[src/rtl/alu_mc.sv]
// Multi-cycle integer ALU: single-cycle logic/add/sub/compare, iterative MUL/DIV/REM.
// Optional divider datapath is enabled by defining ALU_MC_DIV_EN.
module alu_mc #(
  parameter int WIDTH = 32
) (
  input  logic             clk_i,
  input  logic             rst_ni,
  input  logic             start_i,
  input  logic [3:0]       op_i,
  input  logic [WIDTH-1:0] a_i,
  input  logic [WIDTH-1:0] b_i,
  output logic             busy_o,
  output logic             done_o,
  output logic [WIDTH-1:0] result_o,
  output logic             flag_zero_o,
  output logic             flag_ovf_o,
  output logic             flag_dz_o
);

  localparam int CW = (WIDTH > 1) ? $clog2(WIDTH) : 1;
  localparam logic [CW-1:0] LAST = CW'(WIDTH - 1);

  typedef enum logic {S_IDLE, S_ITER} state_t;
  typedef enum logic [1:0] {K_MUL, K_DIV, K_REM} kind_t;

  state_t          state_q, state_d;
  kind_t           kind_q, kind_d;
  logic [CW-1:0]   count_q, count_d;
  logic [WIDTH-1:0] hi_q, hi_d, lo_q, lo_d, opnd_q, opnd_d;
  logic [WIDTH-1:0] result_q, result_d;
  logic            zero_q, zero_d, ovf_q, ovf_d, dz_q, dz_d, done_q, done_d;
  logic            start_en_q;

  logic [WIDTH-1:0] sum_w, diff_w, sc_res;
  logic            sc_ovf, sc_dz, sc_long;
  kind_t           sc_kind;

  assign sum_w  = a_i + b_i;
  assign diff_w = a_i - b_i;

  always_comb begin
    sc_res  = '0;
    sc_ovf  = 1'b0;
    sc_dz   = 1'b0;
    sc_long = 1'b0;
    sc_kind = K_MUL;
    case (op_i)
      4'd0: sc_res = a_i & b_i;
      4'd1: sc_res = a_i | b_i;
      4'd2: begin
        sc_res = sum_w;
        sc_ovf = (a_i[WIDTH-1] == b_i[WIDTH-1]) && (sum_w[WIDTH-1] != a_i[WIDTH-1]);
      end
      4'd3: sc_res = '1;
      4'd4: sc_res = '0;
      4'd5: begin
        sc_long = 1'b1;
        sc_kind = K_MUL;
      end
      4'd6: begin
        sc_res = diff_w;
        sc_ovf = (a_i[WIDTH-1] != b_i[WIDTH-1]) && (diff_w[WIDTH-1] != a_i[WIDTH-1]);
      end
      4'd7: sc_res = {{(WIDTH-1){1'b0}}, (a_i < b_i)};
      4'd8, 4'd9: begin
`ifdef ALU_MC_DIV_EN
        if (b_i == '0) begin
          sc_dz  = 1'b1;
          sc_res = (op_i == 4'd8) ? '1 : a_i;
        end else begin
          sc_long = 1'b1;
          sc_kind = (op_i == 4'd8) ? K_DIV : K_REM;
        end
`else
        sc_dz = (b_i == '0);
`endif
      end
      4'd12: sc_res = ~(a_i | b_i);
      default: sc_res = '0;
    endcase
  end

  // MUL: {hi,lo} holds the partial product with the multiplier shifting out of lo.
  logic [WIDTH:0]   mul_sum;
  logic [WIDTH-1:0] step_hi, step_lo;

  assign mul_sum = {1'b0, hi_q} + (lo_q[0] ? {1'b0, opnd_q} : {(WIDTH+1){1'b0}});

`ifdef ALU_MC_DIV_EN
  // DIV/REM: hi is the partial remainder, lo shifts the dividend out and the quotient in.
  logic [WIDTH:0] div_shift, div_diff;
  logic           div_ge;
  assign div_shift = {hi_q, lo_q[WIDTH-1]};
  assign div_diff  = div_shift - {1'b0, opnd_q};
  assign div_ge    = ~div_diff[WIDTH];
`endif

  always_comb begin
    step_hi = mul_sum[WIDTH:1];
    step_lo = {mul_sum[0], lo_q[WIDTH-1:1]};
`ifdef ALU_MC_DIV_EN
    if (kind_q != K_MUL) begin
      step_hi = div_ge ? div_diff[WIDTH-1:0] : div_shift[WIDTH-1:0];
      step_lo = {lo_q[WIDTH-2:0], div_ge};
    end
`endif
  end

  always_comb begin
    state_d  = state_q;
    kind_d   = kind_q;
    count_d  = count_q;
    hi_d     = hi_q;
    lo_d     = lo_q;
    opnd_d   = opnd_q;
    result_d = result_q;
    zero_d   = zero_q;
    ovf_d    = ovf_q;
    dz_d     = dz_q;
    done_d   = 1'b0;
    case (state_q)
      S_IDLE: begin
        if (start_i && start_en_q) begin
          if (sc_long) begin
            state_d = S_ITER;
            kind_d  = sc_kind;
            count_d = '0;
            hi_d    = '0;
            lo_d    = (sc_kind == K_MUL) ? b_i : a_i;
            opnd_d  = (sc_kind == K_MUL) ? a_i : b_i;
          end else begin
            result_d = sc_res;
            zero_d   = (sc_res == '0);
            ovf_d    = sc_ovf;
            dz_d     = sc_dz;
            done_d   = 1'b1;
          end
        end
      end
      S_ITER: begin
        hi_d    = step_hi;
        lo_d    = step_lo;
        count_d = count_q + CW'(1);
        if (count_q == LAST) begin
          state_d  = S_IDLE;
          count_d  = '0;
          result_d = (kind_q == K_REM) ? step_hi : step_lo;
          zero_d   = (((kind_q == K_REM) ? step_hi : step_lo) == '0);
          ovf_d    = (kind_q == K_MUL) && (step_hi != '0);
          dz_d     = 1'b0;
          done_d   = 1'b1;
        end
      end
      default: state_d = S_IDLE;
    endcase
  end

  always_ff @(posedge clk_i or negedge rst_ni) begin
    if (!rst_ni) begin
      state_q    <= S_IDLE;
      kind_q     <= K_MUL;
      count_q    <= '0;
      hi_q       <= '0;
      lo_q       <= '0;
      opnd_q     <= '0;
      result_q   <= '0;
      zero_q     <= 1'b0;
      ovf_q      <= 1'b0;
      dz_q       <= 1'b0;
      done_q     <= 1'b0;
      start_en_q <= 1'b0;
    end else begin
      state_q    <= state_d;
      kind_q     <= kind_d;
      count_q    <= count_d;
      hi_q       <= hi_d;
      lo_q       <= lo_d;
      opnd_q     <= opnd_d;
      result_q   <= result_d;
      zero_q     <= zero_d;
      ovf_q      <= ovf_d;
      dz_q       <= dz_d;
      done_q     <= done_d;
      start_en_q <= 1'b1;
    end
  end

  assign busy_o      = (state_q == S_ITER);
  assign done_o      = done_q;
  assign result_o    = result_q;
  assign flag_zero_o = zero_q;
  assign flag_ovf_o  = ovf_q;
  assign flag_dz_o   = dz_q;

endmodule

[config.mk]
export PLATFORM = sky130hd
export DESIGN_NAME = alu_mc
export DESIGN_NICKNAME = d
export VERILOG_FILES = /design/src/rtl/alu_mc.sv
export SDC_FILE = /design/constraint.sdc
export NUM_CORES = 1
export LEC_CHECK = 0
export CAP_MARGIN = 20
export CORE_UTILIZATION = 30
export CTS_CLUSTER_DIAMETER = 150
export DETAILED_ROUTE_END_ITERATION = 10
export PLACE_DENSITY = 0.5
export SLEW_MARGIN = 25
export SYNTH_ARGS = -nofsm -noshare
export SYNTH_HDL_FRONTEND = slang
export SYNTH_SLANG_ARGS = --single-unit
[constraint.sdc]
create_clock -name clk_i -period 3.5 [get_ports clk_i]
set_input_delay 0.7 -clock clk_i [delete_from_list [all_inputs] [get_ports clk_i]]
set_output_delay 0.7 -clock clk_i [all_outputs]
set_load 0.005 [all_outputs]
==> impl_summary.log, run 1 <==
[metrics] status: finished, violations left
[metrics] violations in the final reports: negative setup slack
[metrics] Layout Cells excl Fill: 2895
[metrics] pin count of the biggest net entering global routing: 66
[metrics] initial standard-cell utilization of the core: 30.4%
[metrics] Antenna Diode Count: 0
[metrics] maximum buffer depth of the clock tree: 2
[metrics] Tightest Hold Check Type: in -> async
[metrics] drt drc: 0
[metrics] count of filler cells inserted in the layout: 4505
[metrics] power share of the clock group: 16.7%
[metrics] type of the worst setup path: reg -> reg
[metrics] Synth area leaders: sky130_fd_sc_hd__dfrtp_1, sky130_fd_sc_hd__ha_1, sky130_fd_sc_hd__a21oi_1
[metrics] final critical path time including I/O delays and setup: 3.76 ns
[metrics] family with the most delay on the worst path: compound AO/OA/AOI/OAI gates
[metrics] First-pass DRT Iterations: 5
[metrics] area share of the largest cell type after synthesis: 25.1%
[metrics] share of flip-flops with an asynchronous set or reset: 100%
[metrics] highest clock rate: 0.266 GHz
[metrics] DRT antenna net count: 0
[metrics] cell with the biggest individual delay on the critical path: sky130_fd_sc_hd__dfrtp_1
[metrics] critical path required time: about 3.8 ns
[metrics] number of hold violations in the final report: 0
[metrics] clock insertion delay at the later pin of the skew report: 0.43 ns
[metrics] DPL Wire Length: about 47 mm
[metrics] actual transition at the worst max-transition pin: 0.761 ns
[metrics] switching power share of the total: 40.4%
[metrics] share of total power in sequential cells: around 24%
[metrics] multi-input gate area in the final layout: 10700 um^2
[metrics] critical register-to-register path startpoint: lo_q[0]$_DFFE_PN0P_
[metrics] Clock Tree Root: sky130_fd_sc_hd__clkbuf_16
[metrics] placer congestion estimate: 0.946
[metrics] PnR worst setup slack: -0.256 ns
[metrics] sum of buffers and inverters on the critical path: 3
[metrics] global-route wire length before repair: roughly 90 mm
[metrics] clock sink count: 139
[metrics] count of max-cap constraint violations: 0
[metrics] post-detailed-route wirelength per cell: between 20 and 25 um
[metrics] final slew viol count: 0
[metrics] maximum level of the CTS H-tree: 4
[metrics] Congestion Overflow GR: 0
[metrics] Distinct cells, synth: 100
[metrics] critical path's largest stage delay: 0.43 ns
[metrics] unrepaired setup endpoints after global routing: true
[metrics] number of vias per cell after detailed routing: roughly 5.4
[metrics] number of cells produced by synthesis: approximately 1700
[metrics] Core Region: 45500 um^2
[metrics] post-synthesis sequential area ratio: about a quarter
[metrics] accumulated negative setup slack: -0.282 ns
[metrics] floorplan die area: 47000 um^2
[metrics] ratio of total power to cell area: 512 nW/um^2
[metrics] biggest fanout along the worst timing path: 7
[metrics] dominant synthesized flop cell: sky130_fd_sc_hd__dfrtp_1
[metrics] kind of start point of the critical path: register
[metrics] final wirelength: about 60 mm
[metrics] part of the power in combinational logic: 59.0%
[metrics] Area growth syn-to-layout: 51.7%
[metrics] top-level port count: 108
[metrics] number of buffer cells added on primary ports: around 110
[metrics] worst voltage drop across the vdd grid: 415 uV
[metrics] clock transition at the registers of the reported paths: 0.07 ns
[metrics] initial antenna violation count: 1
[metrics] internal power summed over all cells: 0.00640 W
[metrics] height of the die: approximately 220 um
[metrics] Cell Chain, Critical Path: and2_4 -> ha_4 -> inv_2 -> fa_2 -> nor2b_2 -> o31a_1 -> buf_4 -> o31a_1 -> o31ai_4 -> buf_4 -> o22a_4 -> nor4b_1 -> a211o_1 -> nor2_4 -> o2111ai_4 -> nor4_4 -> nor2_1
[metrics] number of flops mapped to enable cells by yosys: 0
[metrics] post-synthesis cell type with the largest combined area: sky130_fd_sc_hd__dfrtp_1
[metrics] CTS tree: done
[metrics] number of hold-repair buffers added at the cts stage: 0
[metrics] Cell Area, Synth: roughly 14000 um^2
[metrics] share of the clock period used by the worst path after layout: 107%
[metrics] count of cell instances traversed by the critical path: 17
[metrics] largest clock skew in the final design: 0.00990 ns
[metrics] total number of nets in the final design: 2494
[metrics] via count: 15700
[metrics] First DRT Iteration DRCs: approximately 1300
[metrics] Site Rows: 78
[metrics] Critical Path Start: lo_q[0]$_DFFE_PN0P_
[metrics] number of global-route vias before repair: between 15000 and 20000
[metrics] post-synthesis net count: 1948
[metrics] CP Capture Type: register
[metrics] Placed Instances: about 2800
[metrics] leakage dissipation: 9.72 nW
[metrics] flops & latches, synth: 139
[metrics] All-Layer GR Usage: 24.9%
[metrics] Switch Pwr: 0.00434 W
[metrics] Ys Warns: 0
[metrics] sequential standard cell area: 3480 um^2
[metrics] number of buffers created by CTS: 17
[metrics] count of cells along the worst register-to-register path: 17
[metrics] Slew Limit Headroom: about 49%
[metrics] share of final-layout standard cells stronger than drive strength 1: between 30% and 40%
[metrics] critical path data arrival time: 4.07 ns
[metrics] average size of a mapped cell: 7.97 um^2
[metrics] die span in x: 217 um
[metrics] setup-violating endpoint count in the final report: 3
## cell type report
class | instances | area share (%)
Multi-Input combinational cell | 1384 | 51.2
Timing Repair Buffer | 629 | 23.9
Clock buffer | 19 | 2.06
Inverter | 111 | 2.02
Tap cell | 600 | 3.58
Clock inverter | 13 | 0.685
Sequential cell | 139 | 16.6
## Yosys cell counts (all sizes together) (21+ instances only)
master	number
xnor2	21
dfrtp	139
nor2	135
a31oi	40
a21oi	166
ha	138
nand3	35
o21ai	91
a21o	43
buf	35
inv	110
o211ai	21
nand2	164
mux2	39
a211oi	25
o21bai	32
and2	39
nand2b	21
clkbuf	67
nor3	40
nor4	32
## per-layer routing
metal	up-vias	wire (um)	GRT usage [%]	part of all wire, %
li1	7440	-	-	-
met1	7628	27100	34.6	46
met2	495	26900	40.1	45
met3	90	3540	3.00	6.0
met4	0	1710	7.37	2.9
met5	-	0	0	0
## cells by family after synthesis
kind of cell	count (synthesis)	share of synthesized area, %
AOI/OAI and AO/OA	589	29.1
xor gates and xnor gates	32	2.02
adders and majority gates	141	12.9
buffers and inverters	213	6.11
DFF	139	25.1
muxes	48	3.82
other	1	0.0271
and+or+nand+nor	573	20.9
## power by group through the flow
stage	Sequential (W)	Clock [W]	Combinational, W
6_report	0.00261	0.00179	0.00634
5_1_grt	0.00268	0.00189	0.00687
4_1_cts	0.00261	0.00182	0.00603
3_5_place_dp	0.00262	0	0.00575
3_3_place_gp	0.00262	0	0.00565
2_1_floorplan	0.00249	0	0.00307
## final timing paths
kind                                                to  slack, ns
worst max register to register  flag_ovf_o$_DFFE_PN0P_      -0.26
min in group clk_i                 hi_q[8]$_DFFE_PN0P_       0.49
max in group asynchronous          lo_q[6]$_DFFE_PN0P_       2.43
worst min-delay path               hi_q[3]$_DFFE_PN0P_       0.29
worst max-delay path            flag_ovf_o$_DFFE_PN0P_      -0.26
worst min register to register     hi_q[8]$_DFFE_PN0P_       0.49
## cell usage in the layout, fill, tap and decap left out, types with 18 or more instances in the layout
cell type | netlist | layout
sky130_fd_sc_hd__a21o_1 | 43 | 43
sky130_fd_sc_hd__a21oi_1 | 166 | 143
sky130_fd_sc_hd__a21oi_2 | 0 | 22
sky130_fd_sc_hd__a22o_1 | 20 | 20
sky130_fd_sc_hd__a31oi_1 | 40 | 37
sky130_fd_sc_hd__and2_1 | 38 | 36
sky130_fd_sc_hd__buf_4 | 2 | 500
sky130_fd_sc_hd__clkdlybuf4s50_1 | 0 | 59
sky130_fd_sc_hd__dfrtp_1 | 139 | 138
sky130_fd_sc_hd__ha_1 | 138 | 102
sky130_fd_sc_hd__ha_4 | 0 | 26
sky130_fd_sc_hd__inv_1 | 109 | 88
sky130_fd_sc_hd__inv_2 | 1 | 20
sky130_fd_sc_hd__mux2_2 | 39 | 38
sky130_fd_sc_hd__nand2_1 | 163 | 162
sky130_fd_sc_hd__nand2b_1 | 21 | 19
sky130_fd_sc_hd__nand3_1 | 34 | 32
sky130_fd_sc_hd__nand4_1 | 18 | 18
sky130_fd_sc_hd__nor2_1 | 134 | 128
sky130_fd_sc_hd__nor3_1 | 39 | 32
sky130_fd_sc_hd__nor4_1 | 30 | 23
sky130_fd_sc_hd__o211ai_1 | 18 | 18
sky130_fd_sc_hd__o21ai_0 | 84 | 64
sky130_fd_sc_hd__o21bai_1 | 32 | 27
sky130_fd_sc_hd__xnor2_1 | 21 | 18
## state kept, by name (all words and copies together) (netlist names)
register / flops
hi_q: 32
count_q: 5
done_o: 1
flag_zero_o: 1
flag_dz_o: 1
result_o: 32
lo_q: 32
start_en_q: 1
flag_ovf_o: 1
busy_o: 1
opnd_q: 32
## metrics by stage
stage	total power, W	instance area, um^2	utilization, %	setup WS, ns	hold WS [ns]
2_1_floorplan	0.00556	13900	-	0.00514	0.404
3_3_place_gp	0.00827	19000	41.7	-1.10	0.474
3_5_place_dp	0.00837	19000	41.7	-1.08	0.488
4_1_cts	0.0105	20500	45.0	-0.412	0.299
5_1_grt	0.0114	21000	46.2	-0.430	0.327
6_report	0.0107	21000	46.2	-0.256	0.286
## timing repair
item                                    4_1_cts  5_1_grt
pin swaps                                    68       64
setup buffers                                33        9
resized for setup                           223      149
cloned                                        0        0
endpoints found under the setup margin       30       20
(Power assumes the default switching activity.)
==> run 2, diff against run 1 <==
--- a/config.mk
+++ b/config.mk
@@ -9,7 +9,9 @@
 export CORE_UTILIZATION = 30
 export CTS_CLUSTER_DIAMETER = 150
 export DETAILED_ROUTE_END_ITERATION = 10
+export GPL_TIMING_DRIVEN = 0
 export PLACE_DENSITY = 0.5
+export SKIP_CTS_REPAIR_TIMING = 1
 export SLEW_MARGIN = 25
 export SYNTH_ARGS = -nofsm -noshare
 export SYNTH_HDL_FRONTEND = slang
==> run 2 against run 1 <==
  * Critical endpoint is now flag_zero_o$_DFFE_PN0P_
  * The run still ends with negative setup slack left
  * Global-route usage is 0.12 points lower
  * Cell count is 14% lower
  * Combinational power is 19% lower
  * Design area is 17% lower
==> impl_summary.log, run 2 (synthesis gave the netlist of run 1 again) <==
[metrics] status: finished, violations left
[metrics] violations in the final reports: negative setup slack
[metrics] Site Rows: 78 (unchanged)
[metrics] Area growth syn-to-layout: 26.0%
[metrics] First DRT Iteration DRCs: 1297 (+2.0%)
[metrics] number of vias per cell after detailed routing: 5.80 (+7.4%)
[metrics] Core Region: 45500 um^2 (unchanged)
[metrics] count of max-cap constraint violations: 0 (unchanged)
[metrics] Congestion Overflow GR: 0 (unchanged)
[metrics] post-detailed-route wirelength per cell: 23.9 um (+17%)
[metrics] CP Capture Type: register
[metrics] clock transition at the registers of the reported paths: 0.07 ns (about the same)
[metrics] leading cell type in the layout, fill and taps excluded: sky130_fd_sc_hd__nand2_1
[metrics] type of the worst setup path: in -> reg
[metrics] initial standard-cell utilization of the core: 30.4% (unchanged)
[metrics] share of the clock period used by the worst path after layout: 109% (+2.1 points)
[metrics] maximum buffer depth of the clock tree: 2 (unchanged)
[metrics] drt drc: 0 (unchanged)
[metrics] placer congestion estimate: 0.931 (-1.5%)
[metrics] clock sink count: 139 (unchanged)
[metrics] biggest fanout along the worst timing path: 4 (-3)
[metrics] final slew viol count: 0 (unchanged)
[metrics] highest clock rate: 0.261 GHz (-1.9%)
[metrics] Slew Limit Headroom: 37.6% (-12 points)
[metrics] unrepaired setup endpoints after global routing: true
[metrics] height of the die: 217 um (unchanged)
[metrics] global-route wire length before repair: 87.3 mm (-3.1%)
[metrics] Antenna Diode Count: 0 (unchanged)
[metrics] clock insertion delay at the later pin of the skew report: 0.44 ns (about the same)
[metrics] maximum level of the CTS H-tree: 4 (unchanged)
[metrics] via count: 14500 (-7.5%)
[metrics] Layout Cells excl Fill: 2495 (-14%)
[metrics] number of buffers created by CTS: 17 (unchanged)
[metrics] final critical path time including I/O delays and setup: 3.83 ns (+0.0731 ns)
[metrics] total number of nets in the final design: 2094 (-16%)
[metrics] number of hold violations in the final report: 0 (unchanged)
[metrics] floorplan die area: 47000 um^2 (unchanged)
[metrics] pin count of the biggest net entering global routing: 75 (+14%)
[metrics] PnR worst setup slack: -0.329 ns (-0.0731 ns)
[metrics] Placed Instances: 2443 (-13%)
[metrics] worst voltage drop across the vdd grid: 433 uV (+4.3%)
[metrics] CTS tree: done
[metrics] First-pass DRT Iterations: 5 (unchanged)
[metrics] DPL Wire Length: 46.5 mm (-0.55%)
[metrics] share of final-layout standard cells stronger than drive strength 1: 18.7% (-18 points)
[metrics] actual transition at the worst max-transition pin: 0.933 ns (+0.172 ns)
[metrics] ratio of total power to cell area: 566 nW/um^2 (+11%)
[metrics] leakage dissipation: 7.65 nW (-21%)
[metrics] Finished Core Util: 38.3% (-7.8 points)
[metrics] largest clock skew in the final design: 0.00802 ns (-0.00188 ns)
[metrics] final wirelength: 59.5 mm (+0.42%)
[metrics] critical path data arrival time: 4.21 ns (+0.14 ns)
[metrics] commonest cells after routing, fill and taps aside: sky130_fd_sc_hd__nand2_1, sky130_fd_sc_hd__a21oi_1, sky130_fd_sc_hd__dfrtp_1, sky130_fd_sc_hd__nor2_1, sky130_fd_sc_hd__ha_1
[metrics] Tightest Hold Check Type: in -> async
[metrics] All-Layer GR Usage: 24.7% (-0.12 points)
[metrics] setup-violating endpoint count in the final report: 4 (+1)
[metrics] DRT antenna net count: 0 (unchanged)
[metrics] top-level port count: 108 (unchanged)
[metrics] number of global-route vias before repair: 13800 (-9.6%)
[metrics] overall power consumption: 0.00987 W (-8.1%)
[metrics] critical path required time: 3.88 ns (+0.07 ns)
[metrics] initial antenna violation count: 0 (-1)
[metrics] Clock Tree Root: sky130_fd_sc_hd__clkbuf_16
[metrics] die span in x: 217 um (unchanged)
[metrics] kind of start point of the critical path: input pin
[metrics] number of buffer cells added on primary ports: 106 (-0.93%)
-- run 2: final timing paths --
check | cells after the start | endpoint | start | slack [ns]
worst min register to register | 2 | hi_q[11]$_DFFE_PN0P_ | hi_q[11]$_DFFE_PN0P_ | 0.49
worst max register to register | 15 | flag_ovf_o$_DFFE_PN0P_ | lo_q[0]$_DFFE_PN0P_ | -0.29
max in group asynchronous | 2 | flag_ovf_o$_DFFE_PN0P_ | rst_ni | 2.51
worst max-delay path | 15 | flag_zero_o$_DFFE_PN0P_ | a_i[0] | -0.33
worst min-delay path | 1 | hi_q[10]$_DFFE_PN0P_ | rst_ni | 0.24
min in group clk_i | 2 | hi_q[11]$_DFFE_PN0P_ | hi_q[11]$_DFFE_PN0P_ | 0.49
-- run 2: metrics by stage --
step	TNS, ns	hold slack, ns	setup slack, ns	area, um^2
floorplan	0	0.404	0.00514	13900
global placement	-624.33	0.472	-4.29	15700
detailed placement	-32.06	0.483	-2.00	15700
CTS	-19.53	0.259	-1.54	16400
global route	-1.32	0.289	-0.467	17400
finish	-0.723	0.240	-0.329	17400
-- run 2: report_power, final --
part / internal, W / leakage [nW] / switching [W] / total [W]
registers: 0.00219 / 1.64 / 0.000442 / 0.00263
logic: 0.00217 / 5.70 / 0.00299 / 0.00516
clock network: 0.00128 / 0.308 / 0.000806 / 0.00208
total: 0.00564 / 7.65 / 0.00424 / 0.00987
-- run 2: cell type report --
| cell class | instances | area (um^2) |
|---|---|---|
| multi-input combinational | 1384 | 10400 |
| sequential | 139 | 3480 |
| inverter | 111 | 430 |
| buffer | 96 | 490 |
| fill | 4740 | 28000 |
| clock inverter | 15 | 233 |
| clock buffer | 17 | 425 |
| tap | 600 | 751 |
| timing repair buffer | 133 | 1220 |
-- run 2: critical path, stage by stage --
cell and delay (ns):
sky130_fd_sc_hd__buf_12 0.10, sky130_fd_sc_hd__inv_8 0.04, sky130_fd_sc_hd__ha_4 0.15, sky130_fd_sc_hd__fa_2 0.44, sky130_fd_sc_hd__o21bai_4 0.17, sky130_fd_sc_hd__nor4b_4 0.41, sky130_fd_sc_hd__nor3_1 0.09, sky130_fd_sc_hd__a21oi_1 0.21
sky130_fd_sc_hd__nand4_1 0.28, sky130_fd_sc_hd__or4_4 0.53, sky130_fd_sc_hd__nor4_4 0.29, sky130_fd_sc_hd__nand4bb_1 0.23, sky130_fd_sc_hd__nor4_4 0.34, sky130_fd_sc_hd__nand4_1 0.12, sky130_fd_sc_hd__o21ai_1 0.13
-- run 2: metal layers --
layer  wire [um]  GRT usage [%]  up-vias
met5           0              0        -
met4        1680           7.68        0
met3        3050           2.25       95
met2       27900           40.8      538
met1       26900           34.0     7193
li1            -              -     6656
==> run 3, diff against run 2 <==
--- a/config.mk
+++ b/config.mk
@@ -6,6 +6,7 @@
 export NUM_CORES = 1
 export LEC_CHECK = 0
 export CAP_MARGIN = 20
+export CORE_ASPECT_RATIO = 1.2
 export CORE_UTILIZATION = 30
 export CTS_CLUSTER_DIAMETER = 150
 export DETAILED_ROUTE_END_ITERATION = 10
==> run 3 against run 2 <==
  * The flow still finishes with violations (negative setup slack)
  * Cell count grew 0.68%
  * First-iteration DRC count down 5.4%
  * Setup slack better by 0.012 ns
  * Design area grew 1.7%
  * Count of clock-buffer cells in the layout rose by 4
  * Sequential power barely moved
  * Critical path type unchanged
==> impl_summary.log, run 3 (synthesis gave the netlist of run 1 again) <==
[metrics] number of global-route vias before repair: 14100 (+2.3%)
[metrics] Clock Tree Root: sky130_fd_sc_hd__clkbuf_16
[metrics] violations in the final reports: negative setup slack
[metrics] biggest fanout along the worst timing path: 6 (+2)
[metrics] initial standard-cell utilization of the core: 30.6% (+0.19 points)
[metrics] share of total power in sequential cells: 27.0% (+0.4 points)
[metrics] global-route wire length before repair: 87.3 mm (about the same)
[metrics] worst voltage drop across the vdd grid: 424 uV (-2.0%)
[metrics] share of the clock period used by the worst path after layout: 109% (-0.35 points)
[metrics] top-level port count: 108 (unchanged)
[metrics] leading cell type in the layout, fill and taps excluded: sky130_fd_sc_hd__nand2_1
[metrics] kind of start point of the critical path: input pin
[metrics] leakage dissipation: 7.72 nW (+0.85%)
[metrics] drt drc: 0 (unchanged)
[metrics] commonest cells after routing, fill and taps aside: sky130_fd_sc_hd__nand2_1, sky130_fd_sc_hd__a21oi_1, sky130_fd_sc_hd__dfrtp_1, sky130_fd_sc_hd__nor2_1, sky130_fd_sc_hd__ha_1
[metrics] Switch Pwr: 0.00421 W (-0.57%)
[metrics] critical path data arrival time: 4.18 ns (-0.03 ns)
[metrics] internal reg-to-reg setup slack: -0.26 ns (+0.03 ns)
[metrics] maximum buffer depth of the clock tree: 2 (unchanged)
[metrics] via count: 14500 (+0.076%)
[metrics] final slew viol count: 0 (unchanged)
[metrics] internal power summed over all cells: 0.00561 W (-0.43%)
[metrics] placer congestion estimate: 0.928 (-0.39%)
[metrics] Slew Limit Headroom: 40.1% (+2.6 points)
[metrics] end of the worst register-to-register path: flag_ovf_o$_DFFE_PN0P_
[metrics] type of the worst setup path: in -> reg
[metrics] count of filler cells inserted in the layout: 4629 (-2.3%)
[metrics] Antenna Diode Count: 0 (unchanged)
[metrics] Tightest Hold Check Type: in -> async
[metrics] setup-violating endpoint count in the final report: 3 (-1)
[metrics] CP Capture Type: register
[metrics] Area growth syn-to-layout: 28.1%
[metrics] count of max-cap constraint violations: 0 (unchanged)
[metrics] switching power share of the total: 42.9% (about the same)
[metrics] PnR worst setup slack: -0.317 ns (+0.0122 ns)
[metrics] CTS tree: done
[metrics] First-pass DRT Iterations: 5 (unchanged)
[metrics] endpoint of the most critical setup path: flag_zero_o$_DFFE_PN0P_
[metrics] setup slack at placement: -2.01 ns (-0.00582 ns)
[metrics] Worst Hold Margin: 0.190 ns (-0.0499 ns)
[metrics] die span in x: 198 um (-8.6%)
[metrics] power share of the clock group: 18.4% (-2.7 points)
[metrics] largest clock skew in the final design: 0.0107 ns (+0.00272 ns)
[metrics] ratio of total power to cell area: 554 nW/um^2 (-2.1%)
[metrics] share of final-layout standard cells stronger than drive strength 1: 20.2% (+1.6 points)
[metrics] actual transition at the worst max-transition pin: 0.895 ns (-0.0384 ns)
[metrics] number of buffer cells added on primary ports: 106 (unchanged)
[metrics] DPL Wire Length: 46.6 mm (+0.20%)
[metrics] initial antenna violation count: 0 (unchanged)
[metrics] total number of nets in the final design: 2103 (+0.43%)
[metrics] final wirelength: 59.4 mm (-0.24%)
[metrics] number of buffers created by CTS: 17 (unchanged)
[metrics] Critical Path Start: b_i[0]
[metrics] maximum level of the CTS H-tree: 4 (unchanged)
[metrics] height of the die: 237 um (+9.5%)
[metrics] number of vias per cell after detailed routing: 5.77 (-0.60%)
[metrics] clock sink count: 139 (unchanged)
[metrics] critical path required time: 3.87 ns (about the same)
[metrics] First DRT Iteration DRCs: 1227 (-5.4%)
[metrics] part of the power in combinational logic: 54.6% (+2.3 points)
[metrics] number of hold violations in the final report: 0 (unchanged)
[metrics] pin count of the biggest net entering global routing: 87 (+16%)
[metrics] Core Region: 45200 um^2 (-0.61%)
[metrics] Congestion Overflow GR: 0 (unchanged)
[metrics] Site Rows: 85 (+9.0%)
[metrics] final critical path time including I/O delays and setup: 3.82 ns (-0.0122 ns)
[metrics] All-Layer GR Usage: 24.8% (+0.077 points)
[metrics] overall power consumption: 0.00983 W (-0.49%)
[metrics] status: finished, violations left
[metrics] accumulated negative setup slack: -0.614 ns (+0.110 ns)
[metrics] count of cells along the worst register-to-register path: 15 (unchanged)
[metrics] critical register-to-register path startpoint: lo_q[0]$_DFFE_PN0P_
[metrics] DRT antenna net count: 0 (unchanged)
[metrics] clock transition at the registers of the reported paths: 0.06 ns (about the same)
[metrics] clock insertion delay at the later pin of the skew report: 0.44 ns (about the same)
[metrics] highest clock rate: 0.262 GHz (+0.32%)
[metrics] unrepaired setup endpoints after global routing: true
[metrics] floorplan die area: 47000 um^2 (about the same)
[metrics] post-detailed-route wirelength per cell: 23.6 um (-0.92%)
run 3: changes by cell type in the layout (fill, tap and decap cells not counted), moves of 4 or more:
| cell | before | now |
|---|---|---|
| sky130_fd_sc_hd__inv_6 | 6 | 1 |
| sky130_fd_sc_hd__ha_2 | 8 | 4 |
| sky130_fd_sc_hd__a21oi_1 | 151 | 147 |
| sky130_fd_sc_hd__ha_1 | 119 | 112 |
| sky130_fd_sc_hd__buf_4 | 29 | 34 |
| sky130_fd_sc_hd__buf_12 | 1 | 5 |
| sky130_fd_sc_hd__clkinvlp_4 | 5 | 1 |
| sky130_fd_sc_hd__a21oi_2 | 13 | 18 |
| sky130_fd_sc_hd__ha_4 | 11 | 22 |
run 3: power by group through the flow:
stage	clock (W)	combinational, W	sequential (W)
finish	0.00181	0.00537	0.00265
global route	0.00189	0.00585	0.00271
CTS	0.00183	0.00466	0.00261
detailed placement	0	0.00465	0.00263
global placement	0	0.00460	0.00263
floorplan	0	0.00307	0.00249
run 3: final cells by class:
class                   count  area (um^2)  area share (%)
repair buffers            142         1310            7.41
clock inverters            10          118           0.664
well taps                 609          762            4.30
flip-flops and latches    139         3480            19.6
inverters                 111          434            2.45
multi-input cells        1384        10600            60.1
plain buffers              96          508            2.87
clock buffers              21          460            2.60
run 3: metrics by stage:
stage / area [um^2] / util (%) / std cells
2_1_floorplan: 13900 / - / 1736
3_3_place_gp: 15700 / 34.7 / 2451
3_5_place_dp: 15700 / 34.8 / 2452
4_1_cts: 16300 / 36.0 / 2483
5_1_grt: 17700 / 39.2 / 2512
6_report: 17700 / 39.2 / 2512
run 3: how the worst min path moves through the flow:
| stage | slack (ns) | end | depth (start not counted) | startpoint |
|---|---|---|---|---|
| 2_1_floorplan | 0.40 | busy_o$_DFF_PN0_ | 0 | rst_ni |
| 3_3_place_gp | 0.47 | hi_q[11]$_DFFE_PN0P_ | 2 | hi_q[11]$_DFFE_PN0P_ |
| 3_5_place_dp | 0.48 | hi_q[11]$_DFFE_PN0P_ | 2 | hi_q[11]$_DFFE_PN0P_ |
| 4_1_cts | 0.20 | opnd_q[5]$_DFFE_PN0P_ | 1 | rst_ni |
| 5_1_grt | 0.21 | count_q[3]$_DFFE_PN0P_ | 1 | rst_ni |
| 6_report | 0.19 | count_q[3]$_DFFE_PN0P_ | 1 | rst_ni |
run 3: metal layers:
metal | share of wire [%] | global-route usage (%)
met5 | 0 | 0
met4 | 4.4 | 10.3
met3 | 5.2 | 2.64
met2 | 49 | 43.1
met1 | 41 | 31.0
run 3: worst max-delay path: stages:
cell and delay (ns):
sky130_fd_sc_hd__buf_6 0.12, sky130_fd_sc_hd__ha_4 0.17, sky130_fd_sc_hd__inv_1 0.05, sky130_fd_sc_hd__fa_2 0.35, sky130_fd_sc_hd__nand2b_4 0.16, sky130_fd_sc_hd__o2bb2ai_1 0.15, sky130_fd_sc_hd__nand3_1 0.12, sky130_fd_sc_hd__o21ai_1 0.13
sky130_fd_sc_hd__or4_1 0.54, sky130_fd_sc_hd__or4_4 0.57, sky130_fd_sc_hd__nor4_4 0.32, sky130_fd_sc_hd__nand4bb_4 0.16, sky130_fd_sc_hd__nor4_4 0.32, sky130_fd_sc_hd__nand4_1 0.16, sky130_fd_sc_hd__o21ai_1 0.14
